--- src/rtl/kbd_event_sequencer.sv ---
// Folds PS/2 E0/F0 prefixes into single key events, tracks shift/ctrl/caps and counts key presses.
// Optional macro KBD_REPEAT_FILTER_EN drops typematic repeats of the currently held key.
module kbd_event_sequencer #(
  parameter int TIMEOUT_CYCLES = 50000,
  parameter int CNT_W          = 8
) (
  input  logic             clk,
  input  logic             clrn,
  input  logic             ready,
  input  logic [7:0]       data,
  input  logic             overflow,
  output logic             nextdata_n,
  output logic             ev_valid,
  input  logic             ev_ready,
  output logic [7:0]       ev_code,
  output logic             ev_ext,
  output logic             ev_break,
  output logic             ev_shift,
  output logic             ev_ctrl,
  output logic             ev_caps,
  output logic [CNT_W-1:0] press_count,
  output logic             err
);

  localparam int TW = $clog2(TIMEOUT_CYCLES + 1);

  // Handshake: an event transfers on a rising clk where ev_valid=1 and ev_ready=1;
  // ev_* stay stable while ev_valid=1 and ev_ready=0. ev_ready is ignored when ev_valid=0.
  typedef enum logic [2:0] {IDLE, POP, SETTLE, DECODE, EMIT} state_t;

  state_t        state;
  logic [7:0]    byte_r;
  logic          ext_pend;
  logic          brk_pend;
  logic          shift;
  logic          ctrl;
  logic          caps;
  logic [TW-1:0] timer;

  logic is_shift, is_ctrl, is_caps;
  logic shift_nx, ctrl_nx, caps_nx;
  logic drop;
  logic emit_counts;

  assign is_shift = (byte_r == 8'h12) || (byte_r == 8'h59);
  assign is_ctrl  = (byte_r == 8'h14);
  assign is_caps  = (byte_r == 8'h58);
  assign shift_nx = is_shift ? ~brk_pend : shift;
  assign ctrl_nx  = is_ctrl ? ~brk_pend : ctrl;
  assign caps_nx  = (is_caps && !brk_pend) ? ~caps : caps;

  // Modifier keys never count, regardless of the E0 prefix.
  assign emit_counts = !ev_break && (ev_code != 8'h12) && (ev_code != 8'h59) &&
                       (ev_code != 8'h14) && (ev_code != 8'h58);

`ifdef KBD_REPEAT_FILTER_EN
  logic       held_v;
  logic       held_ext;
  logic [7:0] held_code;
  logic       held_match;

  assign held_match = held_v && (held_ext == ext_pend) && (held_code == byte_r);
  assign drop       = !brk_pend && held_match;
`else
  assign drop = 1'b0;
`endif

  always_ff @(posedge clk) begin
    if (!clrn) begin
      state       <= IDLE;
      byte_r      <= 8'h00;
      ext_pend    <= 1'b0;
      brk_pend    <= 1'b0;
      shift       <= 1'b0;
      ctrl        <= 1'b0;
      caps        <= 1'b0;
      timer       <= '0;
      nextdata_n  <= 1'b1;
      ev_valid    <= 1'b0;
      ev_code     <= 8'h00;
      ev_ext      <= 1'b0;
      ev_break    <= 1'b0;
      ev_shift    <= 1'b0;
      ev_ctrl     <= 1'b0;
      ev_caps     <= 1'b0;
      press_count <= '0;
      err         <= 1'b0;
`ifdef KBD_REPEAT_FILTER_EN
      held_v      <= 1'b0;
      held_ext    <= 1'b0;
      held_code   <= 8'h00;
`endif
    end else begin
      case (state)
        IDLE: begin
          if (overflow) begin
            err      <= 1'b1;
            ext_pend <= 1'b0;
            brk_pend <= 1'b0;
            timer    <= '0;
          end else if (ready) begin
            byte_r     <= data;
            nextdata_n <= 1'b0;
            state      <= POP;
          end else if (ext_pend || brk_pend) begin
            // A prefix with no follow-up byte is stale; discard it.
            if (timer == TW'(TIMEOUT_CYCLES - 1)) begin
              ext_pend <= 1'b0;
              brk_pend <= 1'b0;
              timer    <= '0;
            end else begin
              timer <= timer + 1'b1;
            end
          end
        end
        POP: begin
          nextdata_n <= 1'b1;
          state      <= SETTLE;
        end
        SETTLE: state <= DECODE;
        DECODE: begin
          timer <= '0;
          if (byte_r == 8'hE0) begin
            ext_pend <= 1'b1;
            state    <= IDLE;
          end else if (byte_r == 8'hF0) begin
            brk_pend <= 1'b1;
            state    <= IDLE;
          end else if (drop) begin
            ext_pend <= 1'b0;
            brk_pend <= 1'b0;
            state    <= IDLE;
          end else begin
            shift    <= shift_nx;
            ctrl     <= ctrl_nx;
            caps     <= caps_nx;
            ev_code  <= byte_r;
            ev_ext   <= ext_pend;
            ev_break <= brk_pend;
            ev_shift <= shift_nx;
            ev_ctrl  <= ctrl_nx;
            ev_caps  <= caps_nx;
            ev_valid <= 1'b1;
            state    <= EMIT;
`ifdef KBD_REPEAT_FILTER_EN
            if (!brk_pend) begin
              held_v    <= 1'b1;
              held_ext  <= ext_pend;
              held_code <= byte_r;
            end else if (held_match) begin
              held_v <= 1'b0;
            end
`endif
          end
        end
        EMIT: begin
          if (ev_ready) begin
            ev_valid <= 1'b0;
            ext_pend <= 1'b0;
            brk_pend <= 1'b0;
            if (emit_counts) press_count <= press_count + 1'b1;
            state <= IDLE;
          end
        end
        default: state <= IDLE;
      endcase
    end
  end

endmodule

--- config.mk ---
export PLATFORM = sky130hd
export DESIGN_NAME = kbd_event_sequencer
export DESIGN_NICKNAME = d
export VERILOG_FILES = /design/src/rtl/kbd_event_sequencer.sv
export SDC_FILE = /design/constraint.sdc
export NUM_CORES = 1
export LEC_CHECK = 0
export ABC_CLOCK_PERIOD_IN_PS = 5100
export BUFFER_PORTS_ARGS = -buffer_cell sky130_fd_sc_hd__buf_2
export CORE_UTILIZATION = 50
export DETAILED_ROUTE_END_ITERATION = 12
export GPL_ROUTABILITY_DRIVEN = 0
export PLACE_DENSITY = 0.74
export REMOVE_ABC_BUFFERS = 1
export SLEW_MARGIN = 20
export SYNTH_ARGS = -nofsm -noshare
export SYNTH_HDL_FRONTEND = slang
export SYNTH_SLANG_ARGS = --single-unit
--- constraint.sdc ---
create_clock -name clk -period 5.1 [get_ports clk]
set_input_delay 0.255 -clock clk [delete_from_list [all_inputs] [get_ports clk]]
set_output_delay 0.255 -clock clk [all_outputs]
set_load 0.02 [all_outputs]
# After elaboration in Yosys (flattened, before gate mapping)
# Index checks and enable logic that the tools add are counted.
[totals]
reg_bits = 53
input_bits = 13
output_inout_bits = 24
wordCells = 101
[op_classes]
add_sub_neg = 2
n_eq_ne = 25
mux = 27
bitwise = 5
n_reduce_logical = 27
[ops]
columns = ["cell", "count"]
rows = [
  ["two-way mux 16 bit", 4],
  ["case mux 16 bit (2 select lines)", 1],
  ["AND reduction 3 bit", 6],
  ["adder 16 x 1 -> 16 bit, second input constant", 1],
  ["equality test 16 bit, second input constant", 1],
  ["equality test 8 x 5 -> 1 bit, second input constant", 2],
  ["equality test 8 x 7 -> 1 bit, second input constant", 2],
  ["equality test 8 bit, second input constant", 2],
  ["!= test 8 x 5 -> 1 bit, second input constant", 2],
  ["!= test 8 x 7 -> 1 bit, second input constant", 2],
  ["AND reduction 4 bit", 4],
  ["two-way mux 3 bit", 5],
  ["case mux 3 bit (5 select lines)", 1],
  ["!= test 2 bit, second input constant", 7],
  ["two-way mux 1 bit", 12],
  ["!= test 3 bit, second input constant", 3],
  ["adder 8 x 1 -> 8 bit, second input constant", 1],
  ["AND reduction 7 bit", 1],
  ["equality test 3 x 2 -> 1 bit, second input constant", 2],
  ["case mux 1 bit (3 select lines)", 2],
  ["AND reduction 6 bit", 1],
  ["nonzero test 2 bit", 3],
  ["logical AND 1 bit", 5],
  ["inverter 1 bit", 5],
  ["8 further kinds", 11],
]

# Longest topological paths before layout
# Gate-level depths: netlist of the first run.
[logic_depth]
ltp_word = 6
mapped_depth = 7

# Worst setup path before layout of the first run
# OpenSTA, ideal clock, no wires.
[synth_path]
path_kind = "flip-flop to flip-flop"
startpoint = "reg ev_code[1]"
endpoint = "reg press_count[5]"
setup_time_ps = 71
arrival_ps = 1639
t_required_ps = 5029
slack_ps = 3391
stages_incl_launch_ff = 6
synth_period_minus_slack_ps = 1709
cell_sequence = "dfxtp_1 -> nor4bb_1 -> a211oi_2 -> nand2_2 -> or4_1 -> a21oi_1"
[synth_via]
elab_chain_len = 6
[synth_lines]
columns = ["item", "line_no", "source"]
rows = [
  ["start: declaration", "15", "output logic [7:0] ev_code,"],
  ["start signal: assignment", "137", "ev_code <= byte_r;"],
  ["!= test 8 x 5 -> 1 bit", "53", "assign emit_counts = !ev_break && (ev_code != 8'h12) && (ev_code != 8'h59) &&"],
  ["logical AND 1 bit (3 in a row)", "53", ""],
  ["logical AND 1 bit *", "54", "(ev_code != 8'h14) && (ev_code != 8'h58);"],
  ["AND reduction 3 bit (no line) *", "-", ""],
  ["end signal: assignment", "161", "if (emit_counts) press_count <= press_count + 1'b1;"],
  ["end: declaration", "21", "output logic [CNT_W-1:0] press_count,"],
]
# Mark *: on every way between the ends. The rest lies on a longest branch, timed or not.
# A chain may end at the register's enable or synchronous reset.

# Final worst setup path of the first run
[layout_path]
startpoint = "reg state[2]"
endpoint = "reg timer[13]"
[layout_via]
elab_chain_len = 3
[layout_lines]
columns = ["item", "line_no", "source"]
rows = [
  ["start: declaration", "31", "state_t state;"],
  ["start signal: assignment", "70", "state <= IDLE;"],
  ["start signal: assignment", "104", "state <= POP;"],
  ["start signal: assignment", "118", "state <= SETTLE;"],
  ["zero test 3 bit or equality test 3 x 2 -> 1 bit (tied branches)", "94", "case (state)"],
  ["!= test 3 bit (no line) or nonzero test 2 bit (tied branches)", "-", ""],
  ["AND reduction 3 bit (no line)", "-", ""],
  ["end signal: assignment", "112", "timer <= timer + 1'b1;"],
  ["end: declaration", "38", "logic [TW-1:0] timer;"],
]
# Several ways; a longest one is shown, not always the timed one.

==> run summary, run 1 <==
• status: finished, final reports clean
• clock tree from TritonCTS: yes
• iteration count of the initial detailed-routing pass: 5
• I/O Pins: 37
• Worst Path Buf+Inv: 0
• critical path peak fanout: 12
• HPWL after detailed placement: 3.86 mm
• clock latency on the worst-skew pair: 0.31 ns
• DRC violation total after the first TritonRoute iteration: 148
• vias in the first global route: 2074
• number of cells on the worst reg-to-reg path: 5
• area added between synthesis and finish: 13.1%
• clock-pin slew on the worst setup and hold paths: 0.10 ns
• max-cap viol count: 0
• Highest Clock Rate: 0.418 GHz
• CTS sink count: 53
• height of the die: 71.8 um
• number of core rows: 25
• wire length of the first global-routing pass: 9.17 mm
• maximum root-to-sink buffer count: 2
• most common cell after layout, fill and taps aside: sky130_fd_sc_hd__dfxtp_1
• Final Non-Filler Cells: 374
• overall track demand over capacity in global routing: 0.221
• post-synthesis sequential element count: 53
• most frequent cells in the layout: sky130_fd_sc_hd__dfxtp_1, sky130_fd_sc_hd__buf_2, sky130_fd_sc_hd__a21oi_1, sky130_fd_sc_hd__nand2_1, sky130_fd_sc_hd__nor2_1
• Sum Neg Setup Slack: 0 ns
• pin count of the biggest net entering global routing: 38
• largest stage delay on the critical path: 0.89 ns
• number of H-tree levels: 2
• count of inserted antenna diode cells: 0
• worst-path cell with the longest stage delay: sky130_fd_sc_hd__nor4_2
• PortBufs: 36
• portion of the post-synthesis area used by sequential elements: 0.436
• Setup Viol. Count Final: 0
• Post-Route WL: 5.40 mm
• biggest area consumer among synthesized cells: sky130_fd_sc_hd__dfxtp_1
• Core Area: 4690 um2
• number of distinct library cell variants in the gate-level netlist after synthesis: 48
• count of antenna-violating nets left after detailed routing: 0
• share of the synthesized area in the top cell type: 0.436
• setup repair after global routing missed its margin: no
• initial antenna violation count: 0
• slew at the pin closest to its max-slew limit: 0.976 ns
• type of the setup path with the least slack: reg -> reg
• dominant delay contributor by cell family on the critical path: simple AND/OR/NAND/NOR gates
• Final Net Count: 334
• total gr overflow: 0
• final count of pins violating max slew: 0
• arrival time worst endpoint: 2.62 ns
• leakage power: 1.13 nW
• max_slew headroom: 0.344
• warning count from the yosys run: 0
• cell types occupying the most area after synthesis: sky130_fd_sc_hd__dfxtp_1, sky130_fd_sc_hd__a21oi_1, sky130_fd_sc_hd__nand3_1, sky130_fd_sc_hd__nand2_1, sky130_fd_sc_hd__nor2_1
• share of synthesized flip-flops with an asynchronous set or reset: 0
• highest ir drop seen on vdd: 0.135 mV
• clock buffer count from CTS: 5
• Worst EP required: 5.33 ns
• cell count after placement: 366
• Die X: 71.8 um
• area of the die: 5150 um2
• routed length per placed instance: 14.4 um
• Final min period: 2.39 ns
• nature of the critical path endpoint: flip-flop
• final core area utilization: 0.587
• cell depth of the worst min-delay path: 3
• Resized Gates After CTS: 0
• type of origin of the critical path: flip-flop
• power density cells: 281 nW/um2
• worst hold-check path type: in -> reg
• Post-CTS Hold Buffers: 0
• ordered cell list for the critical path: nor4_2, nand3_1, nor2_1, a41oi_1, a31oi_1
• cell count along the critical path: 5
• post-route DRC violation count: 0
• Via-to-Cell Ratio: 5.98
• fraction of the cycle the final worst path needs: 0.469
• Post-Syn Instances: 288
• root cell of the clock tree: sky130_fd_sc_hd__clkbuf_8
• setup clock skew after layout: 0.0113 ns
• number of hold-slack violations in the final timing report: 0
• Filler cells: 444
• Avg Synthesized Cell Area: 8.45 um2
• most instantiated flip-flop cell in the synthesis netlist: sky130_fd_sc_hd__dfxtp_1
• FF-to-FF setup slack: 2.71 ns
• Initial Util: 0.519
• Syn Std Cell Area: 2430 um2
• Via Count: 2235
• fraction of final layout cells sized beyond drive strength 1: 0.163
• number of synthesized flops with an enable pin: 0
• postcts setup bufs: 0
-- kinds of logic (layout without fill, tap and decap cells) --
family / after synthesis / count (layout) / share of synthesized area
compound gates: 65 / 65 / 0.169
flops: 53 / 53 / 0.436
fa+ha+maj: 2 / 2 / 0.0103
mux: 11 / 11 / 0.0458
buf+inv: 20 / 52 / 0.0334
xor+xnor: 5 / 5 / 0.0180
simple gates: 132 / 132 / 0.288
-- layout make-up --
type / instances / area, um2 / area share
Multi-Input combinational cell: 215 / 1300 / 0.471
Sequential cell: 53 / 1060 / 0.385
Timing Repair Buffer: 37 / 188 / 0.0682
Clock buffer: 5 / 68.8 / 0.0250
Tap cell: 54 / 67.6 / 0.0245
Clock inverter: 3 / 43.8 / 0.0159
Inverter: 7 / 26.3 / 0.00955
-- cells in the mapped netlist, types with 3 or more instances --
library cell                n
sky130_fd_sc_hd__or3_1      3
sky130_fd_sc_hd__nor3_1     5
sky130_fd_sc_hd__nor2_1    27
sky130_fd_sc_hd__nand2b_1   5
sky130_fd_sc_hd__clkbuf_1   7
sky130_fd_sc_hd__inv_1      7
sky130_fd_sc_hd__o21ai_0   11
sky130_fd_sc_hd__xor2_1     3
sky130_fd_sc_hd__and2_1     3
sky130_fd_sc_hd__dfxtp_1   53
sky130_fd_sc_hd__a31oi_1   10
sky130_fd_sc_hd__nand2_1   27
sky130_fd_sc_hd__nand4b_1   3
sky130_fd_sc_hd__and3_1     8
sky130_fd_sc_hd__nand3_1   22
sky130_fd_sc_hd__nor4_1     6
sky130_fd_sc_hd__nand4_1    5
sky130_fd_sc_hd__o31ai_1    3
sky130_fd_sc_hd__mux2i_1   10
sky130_fd_sc_hd__a21oi_1   28
sky130_fd_sc_hd__buf_2      5
sky130_fd_sc_hd__nor4b_1    3
-- final timing paths --
kind,to,from
setup / recovery,timer[13],state[2]
hold / removal,byte_r[2],data[2]
setup reg to reg,timer[13],state[2]
hold reg to reg,ev_valid,ev_valid
-- layer usage --
metal | global-route usage | routed length (um)
met1 | 0.292 | 2630
met4 | 0.0828 | 39
met3 | 0.0352 | 214
met5 | 0 | 0
met2 | 0.366 | 2510
-- sequential cells by signal, summed over array words and instances (netlist names) --
name         cells
ev_valid         1
brk_pend         1
ev_break         1
ctrl             1
err              1
shift            1
timer           16
byte_r           8
ev_ext           1
ext_pend         1
caps             1
nextdata_n       1
ev_code          8
state            3
press_count      8
-- tightest hold or removal path: stages --
cell and delay (ns):
sky130_fd_sc_hd__buf_2 0.09, sky130_fd_sc_hd__nand3_1 0.06, sky130_fd_sc_hd__a21oi_1 0.05
-- metrics by stage --
step	hold slack [ns]	setup slack (ns)	power (mW)	instance area, um2
after floorplan	0.357	2.84	0.474	2380
after global placement	0.439	2.78	0.496	2640
after detailed placement	0.452	2.74	0.497	2640
after CTS	0.189	2.70	0.785	2750
after global routing	0.181	2.45	0.810	2750
final	0.201	2.71	0.774	2750
-- report_power, final --
| group | switching [mW] | internal (mW) |
|---|---|---|
| Clock | 0.139 | 0.147 |
| Combinational | 0.0359 | 0.0202 |
| Sequential | 0.0101 | 0.422 |
Power figures use the tool's default switching activity.
==> run 2: changes to the inputs <==
--- a/config.mk
+++ b/config.mk
@@ -5,7 +5,7 @@
 export SDC_FILE = /design/constraint.sdc
 export NUM_CORES = 1
 export LEC_CHECK = 0
-export ABC_CLOCK_PERIOD_IN_PS = 5100
+export ABC_CLOCK_PERIOD_IN_PS = 2300
 export BUFFER_PORTS_ARGS = -buffer_cell sky130_fd_sc_hd__buf_2
 export CORE_UTILIZATION = 50
 export DETAILED_ROUTE_END_ITERATION = 12
==> constraint.sdc (replaced) <==
create_clock -name clk -period 2.3 [get_ports clk]
set_input_delay 0.115 -clock clk [delete_from_list [all_inputs] [get_ports clk]]
set_output_delay 0.115 -clock clk [all_outputs]
set_load 0.02 [all_outputs]
==> run summary, run 2 (synthesis gave the netlist of run 1 again) <==
• Via-to-Cell Ratio: 6.02, was 5.98
• switching pwr: 0.415 mW, was 0.185 mW
• fraction of final layout cells sized beyond drive strength 1: 0.173, was 0.163
• number of core rows: 25, unchanged
• Worst EP required: 2.49 ns, was 5.33 ns
• switching share of power: 0.241, was 0.239
• PortBufs: 36, unchanged
• count of inserted antenna diode cells: 0, unchanged
• cell depth of the worst min-delay path: 3, unchanged
• portion of total power attributed to the clock network: 0.370, about the same
• Via Count: 2276, was 2235
• worst hold-check path type: in -> reg, unchanged
• Highest Clock Rate: 0.516 GHz, was 0.418 GHz
• post-route DRC violation count: 0, unchanged
• clock buffer count from CTS: 5, unchanged
• wire length of the first global-routing pass: 9.42 mm, was 9.17 mm
• routed length per placed instance: 14.7 um, was 14.4 um
• CTS sink count: 53, unchanged
• Final min period: 1.94 ns, was 2.39 ns
• arrival time worst endpoint: 2.13 ns, was 2.62 ns
• type of the setup path with the least slack: reg -> reg, unchanged
• max-cap viol count: 0, unchanged
• Setup Viol. Count Final: 0, unchanged
• highest ir drop seen on vdd: 0.349 mV, was 0.135 mV
• maximum root-to-sink buffer count: 2, unchanged
• clock-pin slew on the worst setup and hold paths: 0.10 ns, about the same
• root cell of the clock tree: sky130_fd_sc_hd__clkbuf_8, unchanged
• Resized Gates After CTS: 0, unchanged
• clock tree from TritonCTS: yes, unchanged
• overall track demand over capacity in global routing: 0.228, was 0.221
• number of H-tree levels: 2, unchanged
• sequential group share of total power: 0.556, was 0.558
• iteration count of the initial detailed-routing pass: 5, unchanged
• Combinational Power Share: 0.075, was 0.072
• area of the die: 5150 um2, unchanged
• DRC violation total after the first TritonRoute iteration: 104, was 148
• initial antenna violation count: 0, unchanged
• fraction of the cycle the final worst path needs: 0.842, was 0.469
• leakage power: 1.14 nW, was 1.13 nW
• max_slew headroom: 0.627, was 0.344
• Final Net Count: 338, was 334
• Die X: 71.8 um, unchanged
• Post-CTS Hold Buffers: 0, unchanged
• total gr overflow: 0, unchanged
• max reg flops: 16, unchanged
• tightest hold margin: 0.0511 ns, was 0.201 ns
• internal power of the cells: 1.31 mW, was 0.589 mW
• pin count of the biggest net entering global routing: 28, was 38
• final count of pins violating max slew: 0, unchanged
• area added between synthesis and finish: 14.4%, was 13.1%
• number of hold-slack violations in the final timing report: 0, unchanged
• most common cell after layout, fill and taps aside: sky130_fd_sc_hd__dfxtp_1, unchanged
• I/O Pins: 37, unchanged
• setup clock skew after layout: 0.00682 ns, was 0.0113 ns
• setup repair after global routing missed its margin: no, unchanged
• power density cells: 619 nW/um2, was 281 nW/um2
• Core Area: 4690 um2, unchanged
• register with the highest flop count: timer, unchanged
• HPWL after detailed placement: 3.97 mm, was 3.86 mm
• slew at the pin closest to its max-slew limit: 0.557 ns, was 0.976 ns
• postcts setup bufs: 0, unchanged
• Sum Neg Setup Slack: 0 ns, unchanged
• critical path peak fanout: 11, was 12
• nature of the critical path endpoint: flip-flop, unchanged
• status: finished, final reports clean, unchanged
• vias in the first global route: 2028, was 2074
• number of cells on the worst reg-to-reg path: 6, was 5
• type of origin of the critical path: flip-flop, unchanged
• height of the die: 71.8 um, unchanged
• Post-Route WL: 5.56 mm, was 5.40 mm
• Initial Util: 0.519, unchanged
• count of antenna-violating nets left after detailed routing: 0, unchanged
• most frequent cells in the layout: sky130_fd_sc_hd__dfxtp_1, sky130_fd_sc_hd__buf_2, sky130_fd_sc_hd__a21oi_1, sky130_fd_sc_hd__nand2_1, sky130_fd_sc_hd__nor2_1, unchanged
• clock latency on the worst-skew pair: 0.31 ns, about the same
[run 2: changes by cell type in the layout (fill, tap and decap cells not counted)]
cell                         change
sky130_fd_sc_hd__buf_4           +4
sky130_fd_sc_hd__clkinv_2        -1
sky130_fd_sc_hd__clkinv_4        +1
sky130_fd_sc_hd__clkinvlp_4      +1
sky130_fd_sc_hd__inv_6           -1
[run 2: cell type report]
type	instances	area (um2)
Inverter	7	26.3
Clock inverter	3	46.3
Sequential cell	53	1060
Tap cell	54	67.6
Timing Repair Buffer	41	218
Clock buffer	5	68.8
Multi-Input combinational cell	215	1300
Fill cell	412	1910
[run 2: final timing paths]
kind,start,endpoint,slack (ns)
max,timer[7],timer[8],0.36
min,data[2],byte_r[2],0.05
max reg2reg,timer[7],timer[8],0.36
min reg2reg,ev_valid,ev_valid,0.47
[run 2: power groups by stage]
stage / combinational, mW / sequential (mW) / clock (mW)
global route: 0.144 / 0.961 / 0.685
global placement: 0.126 / 0.978 / 0
finish: 0.129 / 0.958 / 0.637
detailed placement: 0.128 / 0.979 / 0
CTS: 0.129 / 0.958 / 0.653
floorplan: 0.0745 / 0.977 / 0
[run 2: per-layer routing]
metal,part of all wire,vias to the layer above,global-route usage
li1,-,1133,-
met4,0.012,0,0.0763
met2,0.48,72,0.377
met1,0.46,1063,0.301
met3,0.047,8,0.0408
met5,0,-,0
[run 2: critical path, cell delays in order (launching register included)]
cell and delay (ns):
sky130_fd_sc_hd__dfxtp_1 0.38, sky130_fd_sc_hd__nor4b_1 0.45, sky130_fd_sc_hd__and4_1 0.33, sky130_fd_sc_hd__nor3_1 0.06, sky130_fd_sc_hd__buf_4 0.19, sky130_fd_sc_hd__and3_1 0.16
sky130_fd_sc_hd__a221o_1 0.25
[run 2: stage by stage]
stage / area (um2) / worst slack (ns) / std cells / power (mW) / utilization
6_report: 2790 / 0.363 / 378 / 1.72 / 0.594
5_1_grt: 2790 / 0.237 / 378 / 1.79 / 0.594
4_1_cts: 2790 / 0.396 / 378 / 1.74 / 0.594
3_5_place_dp: 2670 / 0.426 / 370 / 1.11 / 0.569
3_3_place_gp: 2670 / 0.436 / 370 / 1.10 / 0.569
2_1_floorplan: 2380 / 0.0385 / 275 / 1.05 / -
